[config.mk]
export PLATFORM = sky130hd
export DESIGN_NAME = mini16sc_boot_ctrl
export DESIGN_NICKNAME = d
export VERILOG_FILES = /design/src/rtl/mini16sc_boot_ctrl.sv
export SDC_FILE = /design/constraint.sdc
export NUM_CORES = 1
export LEC_CHECK = 0
export ABC_AREA = 1
export BUFFER_PORTS_ARGS = -buffer_cell sky130_fd_sc_hd__buf_2
export CORE_ASPECT_RATIO = 0.8
export CORE_MARGIN = 1
export CORE_UTILIZATION = 42
export CTS_CLUSTER_SIZE = 14
export DETAILED_ROUTE_END_ITERATION = 8
export PLACE_DENSITY = 0.75
export SETUP_SLACK_MARGIN = 0.05
export SYNTH_ARGS = -nofsm -noshare
export SYNTH_HDL_FRONTEND = slang
export SYNTH_SLANG_ARGS = --single-unit
[constraint.sdc]
create_clock -name clk -period 2.3 [get_ports clk]
set_input_delay 0.69 -clock clk [delete_from_list [all_inputs] [get_ports clk]]
set_output_delay 0.69 -clock clk [all_outputs]
set_load 0.02 [all_outputs]
[src/rtl/mini16sc_boot_ctrl.sv]
// Boot/supervise sequencer for one mini16sc core: streams a program into IMEM
// under soft reset, runs the core, and halts it on a mailbox store or cycle budget.
module mini16sc_boot_ctrl #(
  parameter int                 WIDTH_I   = 16,
  parameter int                 DEPTH_I   = 8,
  parameter int                 WIDTH_D   = 16,
  parameter int                 DEPTH_D   = 8,
  parameter logic [DEPTH_D-1:0] DONE_ADDR = 8'hff,
  parameter int                 CNT_BITS  = 24
) (
  input  logic                clk,
  input  logic                reset,
  input  logic                cmd_start,
  input  logic [DEPTH_I:0]    cmd_len,
  input  logic [CNT_BITS-1:0] cmd_timeout,
  input  logic                prog_valid,
  input  logic [WIDTH_I-1:0]  prog_data,
  output logic                prog_ready,
  output logic [DEPTH_I-1:0]  imem_w_addr,
  output logic [WIDTH_I-1:0]  imem_w_data,
  output logic                imem_we,
  output logic                cpu_soft_reset,
  input  logic                snoop_d_we,
  input  logic [DEPTH_D-1:0]  snoop_d_w_addr,
  input  logic [WIDTH_D-1:0]  snoop_d_w_data,
  output logic                busy,
  output logic                done,
  output logic                timed_out,
  output logic [WIDTH_D-1:0]  result,
  output logic [CNT_BITS-1:0] cycles
);

  typedef enum logic [2:0] {S_IDLE, S_LOAD, S_RELEASE, S_RUN, S_HALT} state_t;

  localparam logic [DEPTH_I:0] LEN_MAX = {1'b1, {DEPTH_I{1'b0}}};

  state_t              r_state, w_next;
  logic [DEPTH_I:0]    r_len;
  logic [DEPTH_I-1:0]  r_cnt;
  logic [CNT_BITS-1:0] r_timeout, r_cycles;
  logic [WIDTH_D-1:0]  r_result;
  logic                r_done, r_to, r_we;
  logic [DEPTH_I-1:0]  r_waddr;
  logic [WIDTH_I-1:0]  r_wdata;

  logic                w_idle_like, w_start, w_accept, w_last;
  logic                w_done_hit, w_timeout;
  logic [DEPTH_I:0]    w_len_clip;
  logic [CNT_BITS-1:0] w_cyc_p1;

  assign w_idle_like = (r_state == S_IDLE) || (r_state == S_HALT);
  assign w_start     = cmd_start && w_idle_like;
  assign w_accept    = prog_valid && prog_ready;
  assign w_last      = (({1'b0, r_cnt}) + {{DEPTH_I{1'b0}}, 1'b1}) == r_len;
  assign w_len_clip  = (cmd_len > LEN_MAX) ? LEN_MAX : cmd_len;
  assign w_cyc_p1    = r_cycles + {{(CNT_BITS-1){1'b0}}, 1'b1};
  assign w_done_hit  = snoop_d_we && (snoop_d_w_addr == DONE_ADDR);
  // Compare against the unsaturated increment so a saturated counter never re-fires.
  assign w_timeout   = (r_timeout != '0) && (w_cyc_p1 == r_timeout);

  always_ff @(posedge clk) begin
    if (reset) r_state <= S_IDLE;
    else       r_state <= w_next;
  end

  always_comb begin
    w_next = r_state;
    case (r_state)
      S_IDLE, S_HALT: if (cmd_start) w_next = (cmd_len != '0) ? S_LOAD : S_RELEASE;
      S_LOAD:         if (w_accept && w_last) w_next = S_RELEASE;
      S_RELEASE:      w_next = S_RUN;
      S_RUN:          if (w_done_hit || w_timeout) w_next = S_HALT;
      default:        w_next = S_IDLE;
    endcase
  end

  always_comb begin
    prog_ready     = (r_state == S_LOAD);
    cpu_soft_reset = (r_state != S_RUN);
    busy           = (r_state == S_LOAD) || (r_state == S_RELEASE) || (r_state == S_RUN);
  end

  always_ff @(posedge clk) begin
    if (reset) begin
      r_len     <= '0;
      r_cnt     <= '0;
      r_timeout <= '0;
      r_cycles  <= '0;
      r_result  <= '0;
      r_done    <= 1'b0;
      r_to      <= 1'b0;
      r_we      <= 1'b0;
      r_waddr   <= '0;
      r_wdata   <= '0;
    end else begin
      r_we <= w_accept;
      if (w_accept) begin
        r_waddr <= r_cnt;
        r_wdata <= prog_data;
        r_cnt   <= r_cnt + {{(DEPTH_I-1){1'b0}}, 1'b1};
      end
      if (w_start) begin
        r_len     <= w_len_clip;
        r_timeout <= cmd_timeout;
        r_done    <= 1'b0;
        r_to      <= 1'b0;
        r_result  <= '0;
        r_cycles  <= '0;
        r_cnt     <= '0;
      end
      if (r_state == S_RUN) begin
        r_cycles <= (&r_cycles) ? r_cycles : w_cyc_p1;
        if (w_done_hit) begin
          r_done   <= 1'b1;
          r_result <= snoop_d_w_data;
        end else if (w_timeout) begin
          r_to <= 1'b1;
        end
      end
    end
  end

  assign imem_we     = r_we;
  assign imem_w_addr = r_waddr;
  assign imem_w_data = r_wdata;
  assign done        = r_done;
  assign timed_out   = r_to;
  assign result      = r_result;
  assign cycles      = r_cycles;

endmodule

==> results of run 1 <==
cells by family after synthesis:
| logic type | after synthesis | share of synthesized area |
|---|---|---|
| buf+inv | 126 | 0.0876 |
| compound gates | 144 | 0.136 |
| xor+xnor | 13 | 0.0255 |
| flops | 111 | 0.400 |
| fa+ha+maj | 2 | 0.00450 |
| simple gates | 455 | 0.346 |
stage by stage:
| step | utilization | std cells | instance area (sq um) | setup TNS [ns] |
|---|---|---|---|---|
| floorplan | - | 851 | 5560 | 0 |
| global placement | 0.509 | 1166 | 6550 | 0 |
| detailed placement | 0.509 | 1166 | 6550 | 0 |
| CTS | 0.533 | 1182 | 6860 | 0 |
| global route | 0.546 | 1185 | 7020 | -0.0473 |
| finish | 0.546 | 1185 | 7020 | 0 |
power by group through the flow:
stage	Clock (mW)	Combinational [mW]	Sequential, mW
2_1_floorplan	0	0.643	2.36
3_3_place_gp	0	1.13	2.28
3_5_place_dp	0	1.14	2.28
4_1_cts	1.67	1.15	2.24
5_1_grt	1.74	1.33	2.28
6_report	1.66	1.18	2.25
layer usage:
metal / vias up / global-route usage / part of all wire
li1: 3041 / - / -
met3: 13 / 0.0548 / 0.072
met2: 188 / 0.343 / 0.42
met4: 0 / 0.0550 / 0.011
met5: - / 0 / 0
met1: 2580 / 0.354 / 0.50
Yosys cell counts, types with 2 or more instances:
library cell  number
o21bai_1           2
buf_1              2
nand3_1           91
nand4_1            7
inv_1             95
nor3_1             5
nor2_1           109
xnor3_1            2
o22ai_1            2
xor2_1             8
xnor2_1            3
o21ai_0           82
nor2_4             5
nand2_2            3
a21oi_1           51
nand2_1          226
nor4_1             2
dfxtp_1          111
clkbuf_1          21
buf_2              4
nor2_2             3
ha_1               2
final cells by class:
| cell class | instances | area (sq um) | area share |
|---|---|---|---|
| Clock buffer | 12 | 256 | 0.0365 |
| Clock inverter | 4 | 53.8 | 0.00766 |
| Inverter | 98 | 373 | 0.0531 |
| Multi-Input combinational cell | 614 | 2960 | 0.422 |
| Sequential cell | 111 | 2240 | 0.319 |
| Tap cell | 175 | 219 | 0.0312 |
| Timing Repair Buffer | 171 | 923 | 0.131 |
flip-flops by register name, summed over array words and instances (netlist names):
register and flops:
imem_w_addr 8, r_len 9, cycles 24, done 1
timed_out 1, imem_we 1, imem_w_data 16, r_state 3
r_cnt 8, r_timeout 24, result 16
repair_timing:
item / in CTS / in global routing
buffers inserted: 0 / 3
hold buffers: 0 / 0
resized for setup: 0 / 47
endpoints found under the setup margin: 0 / 28
worst max-delay path: stages, from the launching register on:
cell and delay, ns:
dfxtp_4 0.38, ha_4 0.16, nand2_4 0.07, nor2_4 0.26, nand2_4 0.13, nor2_4 0.15, nand4_4 0.12, o31ai_4 0.25
nand2_2 0.14, buf_4 0.18, o21ai_0 0.14, a21oi_1 0.05
worst min-delay path by stage:
stage / cells past startpoint / endpoint
detailed placement: 2 / done
finish: 2 / imem_w_addr[0]
global route: 2 / result[12]
CTS: 2 / imem_w_addr[0]
global placement: 2 / done
floorplan: 2 / r_len[1]
==> impl_results.md, run 1 <==
- Die H: ~100 microns
- CP Max Fanout: 6
- Clock share of power: 0.326
- Synth Net Count: 931
- Global-route wire length before repair: 25400 microns
- Total CTS buffers: 9
- Unrepaired setup endpoints after global routing: true
- Synthesis Warnings: 0
- Drt pass-1 iters: 7
- Wirelength, routed: 16000 microns
- Core Rows: 37
- Post-synth top area cell: dfxtp_1
- Final WS setup: around 0.15 ns
- Final period util: 0.935
- Overflow after GRT: 0
- I/O Buffers: between 100 and 150
- Max H-tree Level: 3
- Setup crit end: cycles[15]
- Vias per cell: 4.91
- CTS tree: done
- Slew Limit Fails: 0
- Synth area leaders: dfxtp_1 40%, nand2_1 15%, nand3_1 8.2%
- Total power: 5.09 mW
- Die Footprint: 13700 sq um
- CTS root buffer: clkbuf_16
- Area share of the largest cell type after synthesis: 0.400
- Initial Utilization: 0.432
- Hold WC Path Type: reg2reg
- Outcome: complete, but fails checks
- Vias: 5822
- Register area share after synthesis: 0.400
- Endpoints failing setup: 0
- Sequential Power Share: 0.443
- Cell area after synthesis: 5560 sq um
- CTS max path bufs: 2
- Reg2reg path depth: 11
- DP HPWL: 11900 microns
- P&R area growth vs syn: 26.4%
- Leak Pwr: 3.18 nW
- Antenna violations before repair: 0
- WL/cell: 13.5 microns
- Slew HR: 0.693
- Sw power: 1.65 mW
- Nets@finish: 1085
- Placer Congestion: around 0.97
- Number of max-cap violations: 0
- Critical path required time: 2.55 ns
- Clk_skew: 0.00917 ns
- Reg clk slew, reported paths: 0.07 ns
- Vias in the first global route: roughly 5200
- Power Density: approximately 720 nW/um^2
- Clock Sinks: 111
- Total global routing track utilization: 0.238
- Place WS: 0.115 ns
- First element of the critical path: cycles[1]
- Mapped Avg Cell Area: 6.53 sq um
- DRT antenna net count: 0
- Most frequent cells in the layout: 221 x nand2_1, 147 x buf_2, 101 x dfxtp_1
- Crit Reg-Reg Endpoint: cycles[15]
- EDFF count, synth: 0
- Comb power frac: 0.232
- Int Pwr: 3.43 mW
- DR iter-0 viols: 437
- Largest net degree at the start of global routing: 33
- Min Tclk post-route: 2.15 ns
- Failing checks: design-rule violations
- Final Hold Violating Endpoints: 0
- Syn Inst Count: 851
- CP Capture Type: register
- Post-route DRC: 2
- CP Launch Type: register
- FF-to-FF Start: cycles[1]
- Post-synth ARST share: 0
- Clk Latency, worst-skew pair: roughly 0.36 ns
- Core ar.: 12900 sq um
- Commonest non-fill, non-tap cell in the layout: nand2_1
- VDD IR max: 0.000428 V
- Fraction of layout cells with a size suffix above 1: 0.230
- FF+latch count, synth: 111
- Sw Ratio: 0.325
- Hold_sp: imem_w_addr[0]
- FILL cells: 1341
- Crit path DAT: approximately 2.4 ns
- Hold_ws: approximately 0.46 ns
- Reg2reg setup slack: 0.15 ns
- Pin slew with the least headroom to its limit: 0.455 ns
- Yosys cell types: 37
- Max Freq: approximately 0.47 GHz
- I/O pin count: 148
- Kind of critical path: reg2reg
- Ant diodes: 0
- Dominant synthesized flop cell: dfxtp_1
- Width of the die: roughly 130 microns
(Power assumes the default switching activity.)
==> run 2, diff against run 1 <==
- CORE_UTILIZATION: 42 -> 50
- PLACE_DENSITY: 0.75 -> 0.85
==> run 2 against run 1 <==
  * The run now ends clean
  * Flip-flop and latch count did not move
  * Global-route usage increased by 4.4 points
  * First-iteration DRC count rose by 8.5%
  * Design area grew 0.64%
  * Routed wire length up 3.3%
  * Worst hold slack about the same
  * Maximum frequency is 1.1% lower
  * Critical path depth grew 4
  * Largest cell class unchanged
==> impl_results.md, run 2 (synthesized netlist as in run 1, its figures left out) <==
- Initial Utilization: 0.512
- Final Instance Area: 7070 sq um
- Crit path DAT: 2.43 ns
- Met3 WL post-DR: around 1500 microns
- Largest net degree at the start of global routing: 33
- I/O Buffers: 147
- Drt pass-1 iters: 5
- Critical path required time: 2.56 ns
- DRT met1 WL: ~7300 microns
- Slew Limit Fails: 0
- Top Metal Used: met4
- FILL cells: 989
- Reg2reg path depth: 15
- Critical path's top delay family: simple AND/OR/NAND/NOR gates
- Comb power frac: 0.229
- Placed inst area: 6530 sq um
- Endpoints failing setup: 0
- Max Freq: 0.460 GHz
- Power Density: 736 nW/um^2
- Final Hold Violating Endpoints: 0
- Die H: 96.3 microns
- Sw Ratio: 0.318
- Overflow after GRT: 0
- Most frequent cells in the layout: 222 x nand2_1, 147 x buf_2, 98 x dfxtp_1
- Ant diodes: 0
- CP Launch Type: register
- Fraction of layout cells with a size suffix above 1: 0.241
- Die Footprint: 11500 sq um
- Width of the die: ~120 microns
- Worst path depth: 15
- Antenna violations before repair: 0
- CP Capture Type: register
- DP HPWL: 11800 microns
- Total global routing track utilization: 0.282
- CTS root buffer: clkbuf_16
- I/O pin count: 148
- Leak Pwr: 3.23 nW
- Number of max-cap violations: 0
- Hold Path Stages: 2
- Most used cell, CP: nand2_1
- Reg clk slew, reported paths: 0.08 ns
- Sw power: 1.66 mW
- Clock Sinks: 111
- WL/cell: 14.2 microns
- Global-route wire length before repair: 25500 microns
- Vias: 6139
- Nets@finish: around 1100
- Vias in the first global route: 5401
- Post-Place Cells: 1137
- Min Tclk post-route: 2.17 ns
- Final period util: 0.945
- Sequential Power Share: 0.433
- Crit path buffers/inverters: 1
- VDD IR max: 0.000684 V
- CTS max path bufs: 2
- Slowest-stage cell, CP: dfxtp_1
- CTS tree: done
- Core ar.: 10800 sq um
- DR iter-0 viols: 474
- Fin cells: 1160
- Unrepaired setup endpoints after global routing: true
- Clk_skew: 0.00723 ns
- Core Rows: 34
- CP Cell Sequence: nand2_1, nor2_4, nand3b_1, nor2_2, nand2_1, nand3_1, nand2_1, nor2_1, nand2_1, nor2_2, nand2_1, nand2_2, nand3_1, nand2_1, inv_1
- DRT antenna net count: 0
- Hold WC Path Type: reg2reg
- Kind of critical path: reg2reg
- CP Max Fanout: 5
- Total CTS buffers: 9
- Placer Congestion: 0.970
- Clock share of power: 0.338
- Max H-tree Level: 3
- P&R area growth vs syn: 27.2%
- Vias per cell: 5.29
- Slowest stage delay, CP: roughly 0.4 ns
- Routed wl met2: 7160 microns
- Slew HR: 0.702
- Post-route DRC: 0
- Clk Latency, worst-skew pair: 0.35 ns
- Commonest non-fill, non-tap cell in the layout: nand2_1
- Pin slew with the least headroom to its limit: between 0.4 and 0.5 ns
- Int Pwr: approximately 3.5 mW
- Outcome: finished clean
- Wirelength, routed: 16500 microns
## run 2: path summary, 6_finish.rpt
kind,startpoint,endpoint,slack (ns)
hold reg to reg,timed_out,timed_out,0.46
hold / removal,timed_out,timed_out,0.46
setup / recovery,cycles[3],r_state[0],0.13
setup reg to reg,cycles[3],r_state[0],0.13
## run 2: tightest hold or removal path: cells and delay by family (launching register included)
family	cells	cell delay [ns]
DFF	1	0.33
AOI/OAI and AO/OA	1	0.05
and+or+nand+nor	1	0.05
## run 2: repair_timing
item | CTS | global route
buffers inserted | 0 | 7
endpoints found under the setup margin | 3 | 29
hold buffers | 0 | 0
pin swaps | 0 | 8
gates resized for setup | 1 | 45
## run 2: layer usage
metal  GRT usage  vias to the layer above
li1            -                     3058
met2       0.447                      297
met4       0.105                        0
met5           0                        -
met1       0.384                     2743
met3      0.0515                       41
## run 2: area by class of cell
cell class | count | area [sq um] | area share
tap | 144 | 180 | 0.0255
clock inverter | 5 | 87.6 | 0.0124
timing repair buffer | 177 | 977 | 0.138
clock buffer | 11 | 253 | 0.0358
inverter | 98 | 369 | 0.0522
multi-input combinational | 614 | 2960 | 0.419
sequential | 111 | 2240 | 0.317
## run 2: metrics by stage
| stage | setup slack [ns] | total power, mW | hold WS [ns] | utilization | TNS, ns |
|---|---|---|---|---|---|
| floorplan | 0.161 | 3.00 | 0.447 | - | 0 |
| global placement | 0.0811 | 3.41 | 0.438 | 0.602 | 0 |
| detailed placement | 0.0331 | 3.43 | 0.446 | 0.602 | 0 |
| CTS | 0.0509 | 5.18 | 0.465 | 0.634 | 0 |
| global route | -0.0649 | 5.46 | 0.495 | 0.652 | -0.136 |
| finish | 0.126 | 5.20 | 0.461 | 0.652 | 0 |
## run 2: power groups by stage
stage | logic [mW] | registers, mW | clock network (mW)
2_1_floorplan | 0.643 | 2.36 | 0
3_3_place_gp | 1.13 | 2.27 | 0
3_5_place_dp | 1.15 | 2.28 | 0
4_1_cts | 1.16 | 2.24 | 1.78
5_1_grt | 1.33 | 2.27 | 1.86
6_report | 1.19 | 2.25 | 1.76
